**src/rtl/nanorv32_pmux_porta_if.sv**
```systemverilog
// nanorv32_pmux_porta_if: word-wide register access port for the port A pin mux
interface nanorv32_pmux_porta_if;
    logic        bus_sel;
    logic        bus_we;
    logic [4:0]  bus_addr;
    logic [31:0] bus_wdata;
    logic [31:0] bus_rdata;
    modport master (output bus_sel, bus_we, bus_addr, bus_wdata, input bus_rdata);
    modport slave (input bus_sel, bus_we, bus_addr, bus_wdata, output bus_rdata);
endinterface

```
**src/rtl/nanorv32_pmux_porta.sv**
```systemverilog
// nanorv32_pmux_porta: port A pin mux, GPIO registers, 2-flop input sync and edge interrupts
module nanorv32_pmux_porta #(
    parameter int CHIP_PORT_A_WIDTH = 16
) (
    input  logic                         clk_in,
    input  logic                         rst,
    nanorv32_pmux_porta_if.slave         bus,
    output logic [CHIP_PORT_A_WIDTH-1:0] pmux_pad_dout,
    output logic [CHIP_PORT_A_WIDTH-1:0] pmux_pad_oe,
    output logic [CHIP_PORT_A_WIDTH-1:0] pmux_pad_ie,
    input  logic [CHIP_PORT_A_WIDTH-1:0] pad_pmux_din,
    input  logic [CHIP_PORT_A_WIDTH-1:0] af_dout,
    input  logic [CHIP_PORT_A_WIDTH-1:0] af_oe,
    input  logic [CHIP_PORT_A_WIDTH-1:0] af_ie,
    output logic [CHIP_PORT_A_WIDTH-1:0] af_din,
    output logic                         gpio_irq
);
    localparam int W = CHIP_PORT_A_WIDTH;
    logic [W-1:0] dout_r, oe_r, afsel_r, rise_en_r, fall_en_r, irq_status_r;
    logic [W-1:0] sync1, sync2, prev, rise, fall, w1c, wd, rd_w;
    logic [2:0]   idx;
    logic         wr, rd, unused_bits;
    assign idx = bus.bus_addr[4:2];
    assign wr = bus.bus_sel & bus.bus_we;
    assign rd = bus.bus_sel & ~bus.bus_we;
    assign wd = bus.bus_wdata[W-1:0];
    assign unused_bits = ^{bus.bus_addr[1:0], bus.bus_wdata};
    assign rise = sync2 & ~prev & rise_en_r;
    assign fall = ~sync2 & prev & fall_en_r;
    assign w1c = (wr && idx == 3'd6) ? wd : '0;
    assign rd_w = idx == 3'd0 ? dout_r :
                  idx == 3'd1 ? oe_r :
                  idx == 3'd2 ? sync2 :
                  idx == 3'd3 ? afsel_r :
                  idx == 3'd4 ? rise_en_r :
                  idx == 3'd5 ? fall_en_r :
                  idx == 3'd6 ? irq_status_r : '0;
    assign pmux_pad_dout = (afsel_r & af_dout) | (~afsel_r & dout_r);
    assign pmux_pad_oe = (afsel_r & af_oe) | (~afsel_r & oe_r);
    assign pmux_pad_ie = (afsel_r & af_ie) | ~afsel_r;
    assign af_din = sync2;
    assign gpio_irq = |irq_status_r;
    always_ff @(posedge clk_in) begin
        if (rst) begin
            dout_r <= '0;
            oe_r <= '0;
            afsel_r <= '0;
            rise_en_r <= '0;
            fall_en_r <= '0;
            irq_status_r <= '0;
            sync1 <= '0;
            sync2 <= '0;
            prev <= '0;
            bus.bus_rdata <= '0;
        end else begin
            sync1 <= pad_pmux_din;
            sync2 <= sync1;
            prev <= sync2;
            irq_status_r <= (irq_status_r & ~w1c) | rise | fall;
            dout_r <= (wr && idx == 3'd0) ? wd : dout_r;
            oe_r <= (wr && idx == 3'd1) ? wd : oe_r;
            afsel_r <= (wr && idx == 3'd3) ? wd : afsel_r;
            rise_en_r <= (wr && idx == 3'd4) ? wd : rise_en_r;
            fall_en_r <= (wr && idx == 3'd5) ? wd : fall_en_r;
            bus.bus_rdata <= rd ? 32'(rd_w) : bus.bus_rdata;
        end
    end
endmodule

```
**src/flat_wrapper.sv**
```systemverilog
// flat-port wrapper written by rule: the top's interface ports become plain ports
module nanorv32_pmux_porta_flat 
#(
    parameter int CHIP_PORT_A_WIDTH = 16
)
  (clk_in, rst, pmux_pad_dout, pmux_pad_oe, pmux_pad_ie, pad_pmux_din, af_dout, af_oe, af_ie, af_din, gpio_irq, bus_bus_sel, bus_bus_we, bus_bus_addr, bus_bus_wdata, bus_bus_rdata);
  nanorv32_pmux_porta_if bus_i ();
  input  logic clk_in;
  input  logic rst;
  output logic [CHIP_PORT_A_WIDTH-1:0] pmux_pad_dout;
  output logic [CHIP_PORT_A_WIDTH-1:0] pmux_pad_oe;
  output logic [CHIP_PORT_A_WIDTH-1:0] pmux_pad_ie;
  input  logic [CHIP_PORT_A_WIDTH-1:0] pad_pmux_din;
  input  logic [CHIP_PORT_A_WIDTH-1:0] af_dout;
  input  logic [CHIP_PORT_A_WIDTH-1:0] af_oe;
  input  logic [CHIP_PORT_A_WIDTH-1:0] af_ie;
  output logic [CHIP_PORT_A_WIDTH-1:0] af_din;
  output logic gpio_irq;
  input wire logic [$bits(bus_i.bus_sel)-1:0] bus_bus_sel;
  input wire logic [$bits(bus_i.bus_we)-1:0] bus_bus_we;
  input wire logic [$bits(bus_i.bus_addr)-1:0] bus_bus_addr;
  input wire logic [$bits(bus_i.bus_wdata)-1:0] bus_bus_wdata;
  output wire logic [$bits(bus_i.bus_rdata)-1:0] bus_bus_rdata;
  assign bus_i.bus_sel = bus_bus_sel;
  assign bus_i.bus_we = bus_bus_we;
  assign bus_i.bus_addr = bus_bus_addr;
  assign bus_i.bus_wdata = bus_bus_wdata;
  assign bus_bus_rdata = bus_i.bus_rdata;
  nanorv32_pmux_porta #(.CHIP_PORT_A_WIDTH(CHIP_PORT_A_WIDTH)) u_core (.clk_in(clk_in), .rst(rst), .bus(bus_i), .pmux_pad_dout(pmux_pad_dout), .pmux_pad_oe(pmux_pad_oe), .pmux_pad_ie(pmux_pad_ie), .pad_pmux_din(pad_pmux_din), .af_dout(af_dout), .af_oe(af_oe), .af_ie(af_ie), .af_din(af_din), .gpio_irq(gpio_irq));
endmodule
```
**config.mk**
```make
export PLATFORM = sky130hd
export DESIGN_NAME = nanorv32_pmux_porta_flat
export DESIGN_NICKNAME = d
export VERILOG_FILES = /design/src/rtl/nanorv32_pmux_porta_if.sv /design/src/rtl/nanorv32_pmux_porta.sv /design/src/flat_wrapper.sv
export SDC_FILE = /design/constraint.sdc
export NUM_CORES = 1
export LEC_CHECK = 0
export ABC_CLOCK_PERIOD_IN_PS = 3300
export CAP_MARGIN = 20
export CORE_MARGIN = 5
export CORE_UTILIZATION = 52
export DETAILED_ROUTE_END_ITERATION = 12
export PLACE_DENSITY = 0.88
export SYNTH_ARGS = -nofsm -noshare
export SYNTH_HDL_FRONTEND = slang
export SYNTH_SLANG_ARGS = --single-unit
```
**constraint.sdc**
```tcl
create_clock -name clk_in -period 3.3 [get_ports clk_in]
set_input_delay 0.66 -clock clk_in [delete_from_list [all_inputs] [get_ports clk_in]]
set_output_delay 0.66 -clock clk_in [all_outputs]
set_load 0.1 [all_outputs]
```
==> qor_table.md <==
| Stage | Parameter | Reported |
|:---|:---|:---|
| outcome | Run status | finished, final reports clean |
| critical path | Source of the worst register-to-register timing path | u_core.afsel_r[10] |
| drt | Total routed wirelength | 19500 um |
| clocking | Max clock buf depth | 2 |
| yosys | Share of synthesized area occupied by flip-flops and latches | 0.443 |
| layout | Post-route insts no fill | 1155 |
| layout | Number of nets in the final layout | 1067 |
| clocking | Clock root buffer master | sky130_fd_sc_hd__clkbuf_16 |
| sta | Minimum clock period after layout | 2.44 ns |
| drt | Pre-Repair DR Iteration Count | 5 |
| critical path | Path length in cells of the critical path | 3 |
| yosys | Synth unique cells | 36 |
| floorplan | Standard-cell rows | 43 |
| critical path | Critical path buffers and inverters | 1 |
| yosys | Main area contributors after synthesis | sky130_fd_sc_hd__dfxtp_1 (44%), sky130_fd_sc_hd__mux2_2 (7.5%), sky130_fd_sc_hd__nand2_1 (5.9%) |
| critical path | Capturing element type of the critical path | output pin |
| floorplan | Vertical extent of the die | 128 um |
| worst hold path | Min-Delay Path Class | flop to flop |
| yosys | Number of flops mapped to enable cells by yosys | 0 |
| critical path | Peak per-stage delay on the critical path | 0.47 ns |
| clocking | Clk sink count | 160 |
| layout | Proportion of layout cells with a drive suffix above 1 | 0.188 |
| floorplan | Io pins | 202 |
| drt | Number of design rule violations left after detail routing | 0 |
| critical path | Worst endpoint required time | 2.64 ns |
| layout | Synthesis-to-finish area growth | 27.9% |
| clocking | CTS buffer count | 17 |
| run | Max capacitance violation total | 0 |
| floorplan | Die area | 0.0164 mm2 |
| yosys | Average cell area after synthesis | 8.85 um2 |
| grt | Grt ovf | 0 |
| yosys | Top cell type by total area after synthesis | sky130_fd_sc_hd__dfxtp_1 |
| critical path | Slowest CP cell | sky130_fd_sc_hd__nor4_1 |
| sta | Period utilisation layout | 0.740 |
| drt | Count of vias placed by the detailed router | 6364 |
| clocking | Clock input transition at the sequential cells of the worst setup and hold paths | 0.07 ns |
| critical path | Cell class contributing the biggest share of worst-path delay | simple AND/OR/NAND/NOR gates |
| clocking | Hold Buf Count CTS | 0 |
| floorplan | Initial standard-cell utilization of the core | 0.525 |
| yosys | Fraction of the mapped netlist area in adder cells | 0 |
| critical path | Capturing instance or port of the critical path | gpio_irq |
| critical path | R2r worst-path depth | 4 |
| clocking | CTS tree | done |
| sta | Fin. max-slew vios | 0 |
| yosys | Synthesized area | 0.00723 mm2 |
| pwr | Maximum ir drop on the vdd rail | 338 uV |
| drt | Routed wire per std cell | 16.9 um |
| drt | Count of nets left with antenna violations after detail routing | 0 |
| yosys | Share of cell area taken by muxes after synthesis | 0.119 |
| clocking | H-Tree Depth | 4 |
| yosys | Most frequent cells after synthesis | sky130_fd_sc_hd__dfxtp_1 (160), sky130_fd_sc_hd__nand2_1 (113), sky130_fd_sc_hd__a21oi_1 (65) |
| layout | Filler cells | 1097 |
| critical path | Critical Path Start Type | flop |
| grt | Overall global routing resource usage | 0.233 |
| critical path | Critical path, cell by cell | nor4_1, nand4_1, buf_4 |
| grt | First-pass GRT wire length | 30600 um |
| sta | Clock tree skew after final layout | 0.00983 ns |
| yosys | Most numerous cell in the Yosys netlist | sky130_fd_sc_hd__dfxtp_1 |
| place | Count of buffers from port buffering | 167 |
| place | Dpl cells | 1123 |
| sta | Final-report hold violation count | 0 |
| pwr | Power Dens Cells | 477 mW/mm2 |
| yosys | Main combinational cell family by area after synthesis | simple AND/OR/NAND/NOR gates |
| critical path | Crit path launch | u_core.irq_status_r[3] |
| yosys | Warnings, synthesis | 0 |
| sta | Setup repair after global routing missed its margin | no |
| clocking | Number of buffers inserted to repair setup after CTS | 0 |
| sta | Worst rel slew slack | 0.360 |
| yosys | Area share of xor/xnor cells in the synthesized design | 0 |
| yosys | Area share of and/or/nand/nor cells after synthesis | 0.212 |
| yosys | Top-area cell type share of the netlist area | 0.443 |
| place | Last weighted congestion value of the routability-driven placer | 0.918 |
| grt | Via count of the first global-routing pass | 5911 |
| sta | Maximum achievable frequency | 410 MHz |
| critical path | Register-to-Register Setup Slack | 2.14 ns |
| yosys | Flip-flop and latch count after synthesis | 160 |
| grt | Maximum number of pins on one net before global-route repair | 97 |
| sta | Setup Viol. Count Final | 0 |
| clocking | Clock latency on the worst-skew pair | 0.42 ns |
| critical path | Type of the worst setup path | flop to output pin |
| drt | First-iteration detailed-routing DRC count | 527 |
| floorplan | Die width | 128 um |
| layout | Antenna diode count | 0 |
| clocking | Quantity of gates resized following cts | 0 |
| critical path | Largest driver fanout on the critical path | 3 |
| floorplan | Core region area | 0.0138 mm2 |
| drt | Average via count per standard cell | 5.51 |
| critical path | Reg-to-Reg End | u_core.bus.bus_rdata[10] |
| yosys | Top flip-flop cell by instance count after synthesis | sky130_fd_sc_hd__dfxtp_1 |
| grt | Number of antenna violations at the first check in global routing | 0 |
| sta | Final total negative setup slack | 0 ns |
| critical path | Data arrival, critical path | 1.78 ns |
| place | Half-perimeter wire length of the detailed placement result | 13900 um |
| yosys | Compound-cell area share of the yosys netlist | 0.154 |
| sta | Tightest Pin Transition | 0.960 ns |
| pwr | Power Total | 4.41 mW |
| pwr | Leakage power | 3.48 nW |
| yosys | Synthesized instance count | 817 |
| yosys | Post-synth ARST share | 0 |
cell usage in the layout (no fill, tap or decap), drive strengths merged, types with 5 or more instances in the layout:
cell type      count
dfxtp            160
nand2            113
buf               98
clkdlybuf4s50     84
a21oi             65
nand2b            52
nor2b             50
mux2              48
inv               38
nor2              35
nand3b            32
mux2i             32
o21ai             32
clkbuf            19
a31oi             16
o31ai             16
a32oi             16
a21boi            16
conb              16
o221ai            16
clkinv             5
flip-flops by register name, indices dropped and copies added, names as in the netlist:
register              cells
u_core.af_din            16
u_core.afsel_r           16
u_core.bus.bus_rdata     16
u_core.dout_r            16
u_core.fall_en_r         16
u_core.irq_status_r      16
u_core.oe_r              16
u_core.prev              16
u_core.rise_en_r         16
u_core.sync1             16
report_power, final:
part	internal, mW	leakage [nW]	switching, mW	total [mW]
clock	1.01	0.267	0.813	1.83
combinational	0.190	1.91	0.391	0.581
sequential	1.97	1.30	0.0328	2.00
total	3.18	3.48	1.24	4.41
how the worst min path moves through the flow:
stage | from | to | slack [ns] | cells after the start
floorplan | u_core.sync1[0] | u_core.af_din[0] | 0.41 | 1
global placement | u_core.sync1[5] | u_core.af_din[5] | 0.42 | 1
detailed placement | u_core.sync1[15] | u_core.af_din[15] | 0.42 | 1
CTS | u_core.sync1[15] | u_core.af_din[15] | 0.44 | 1
global route | u_core.sync1[4] | u_core.af_din[4] | 0.45 | 1
finish | u_core.sync1[6] | u_core.af_din[6] | 0.43 | 1
routing by layer:
| layer | GRT usage | vias up | part of all wire | routed length, um |
|---|---|---|---|---|
| met2 | 0.353 | 306 | 0.45 | 8740 |
| met4 | 0.104 | 0 | 0.030 | 575 |
| li1 | - | 3063 | - | - |
| met3 | 0.0550 | 43 | 0.087 | 1700 |
| met5 | 0 | - | 0 | 0 |
| met1 | 0.316 | 2952 | 0.43 | 8470 |
layout make-up:
type,instances,area (um2),share of cell area
tap,180,225,0.0244
clock inverter,13,103,0.0111
multi-input combinational,568,3570,0.386
sequential,160,3200,0.346
clock buffer,19,453,0.0490
inverter,33,124,0.0134
timing repair buffer,182,1570,0.170
worst reg2reg max path: stages (launching register included):
cell and delay (ns):
sky130_fd_sc_hd__dfxtp_1 0.44, sky130_fd_sc_hd__inv_1 0.07, sky130_fd_sc_hd__o21ai_0 0.23, sky130_fd_sc_hd__a32oi_1 0.15
sky130_fd_sc_hd__o221ai_1 0.19
cell families (layout without fill, tap and decap cells):
family	after synthesis	count (layout)
simple gates	295	295
buf+inv	104	247
other cells	1	16
mux	80	80
compound gates	177	177
flops	160	160
per-stage QoR:
stage | hold WS (ns) | cell area (um2) | worst slack [ns] | util
4_1_cts | 0.435 | 9250 | 0.887 | 0.671
2_1_floorplan | 0.414 | 7290 | 1.15 | -
6_report | 0.433 | 9250 | 0.858 | 0.671
3_5_place_dp | 0.420 | 8690 | 0.598 | 0.631
5_1_grt | 0.451 | 9250 | 0.788 | 0.671
3_3_place_gp | 0.416 | 8680 | 0.432 | 0.631
(Power assumes the default switching activity.)
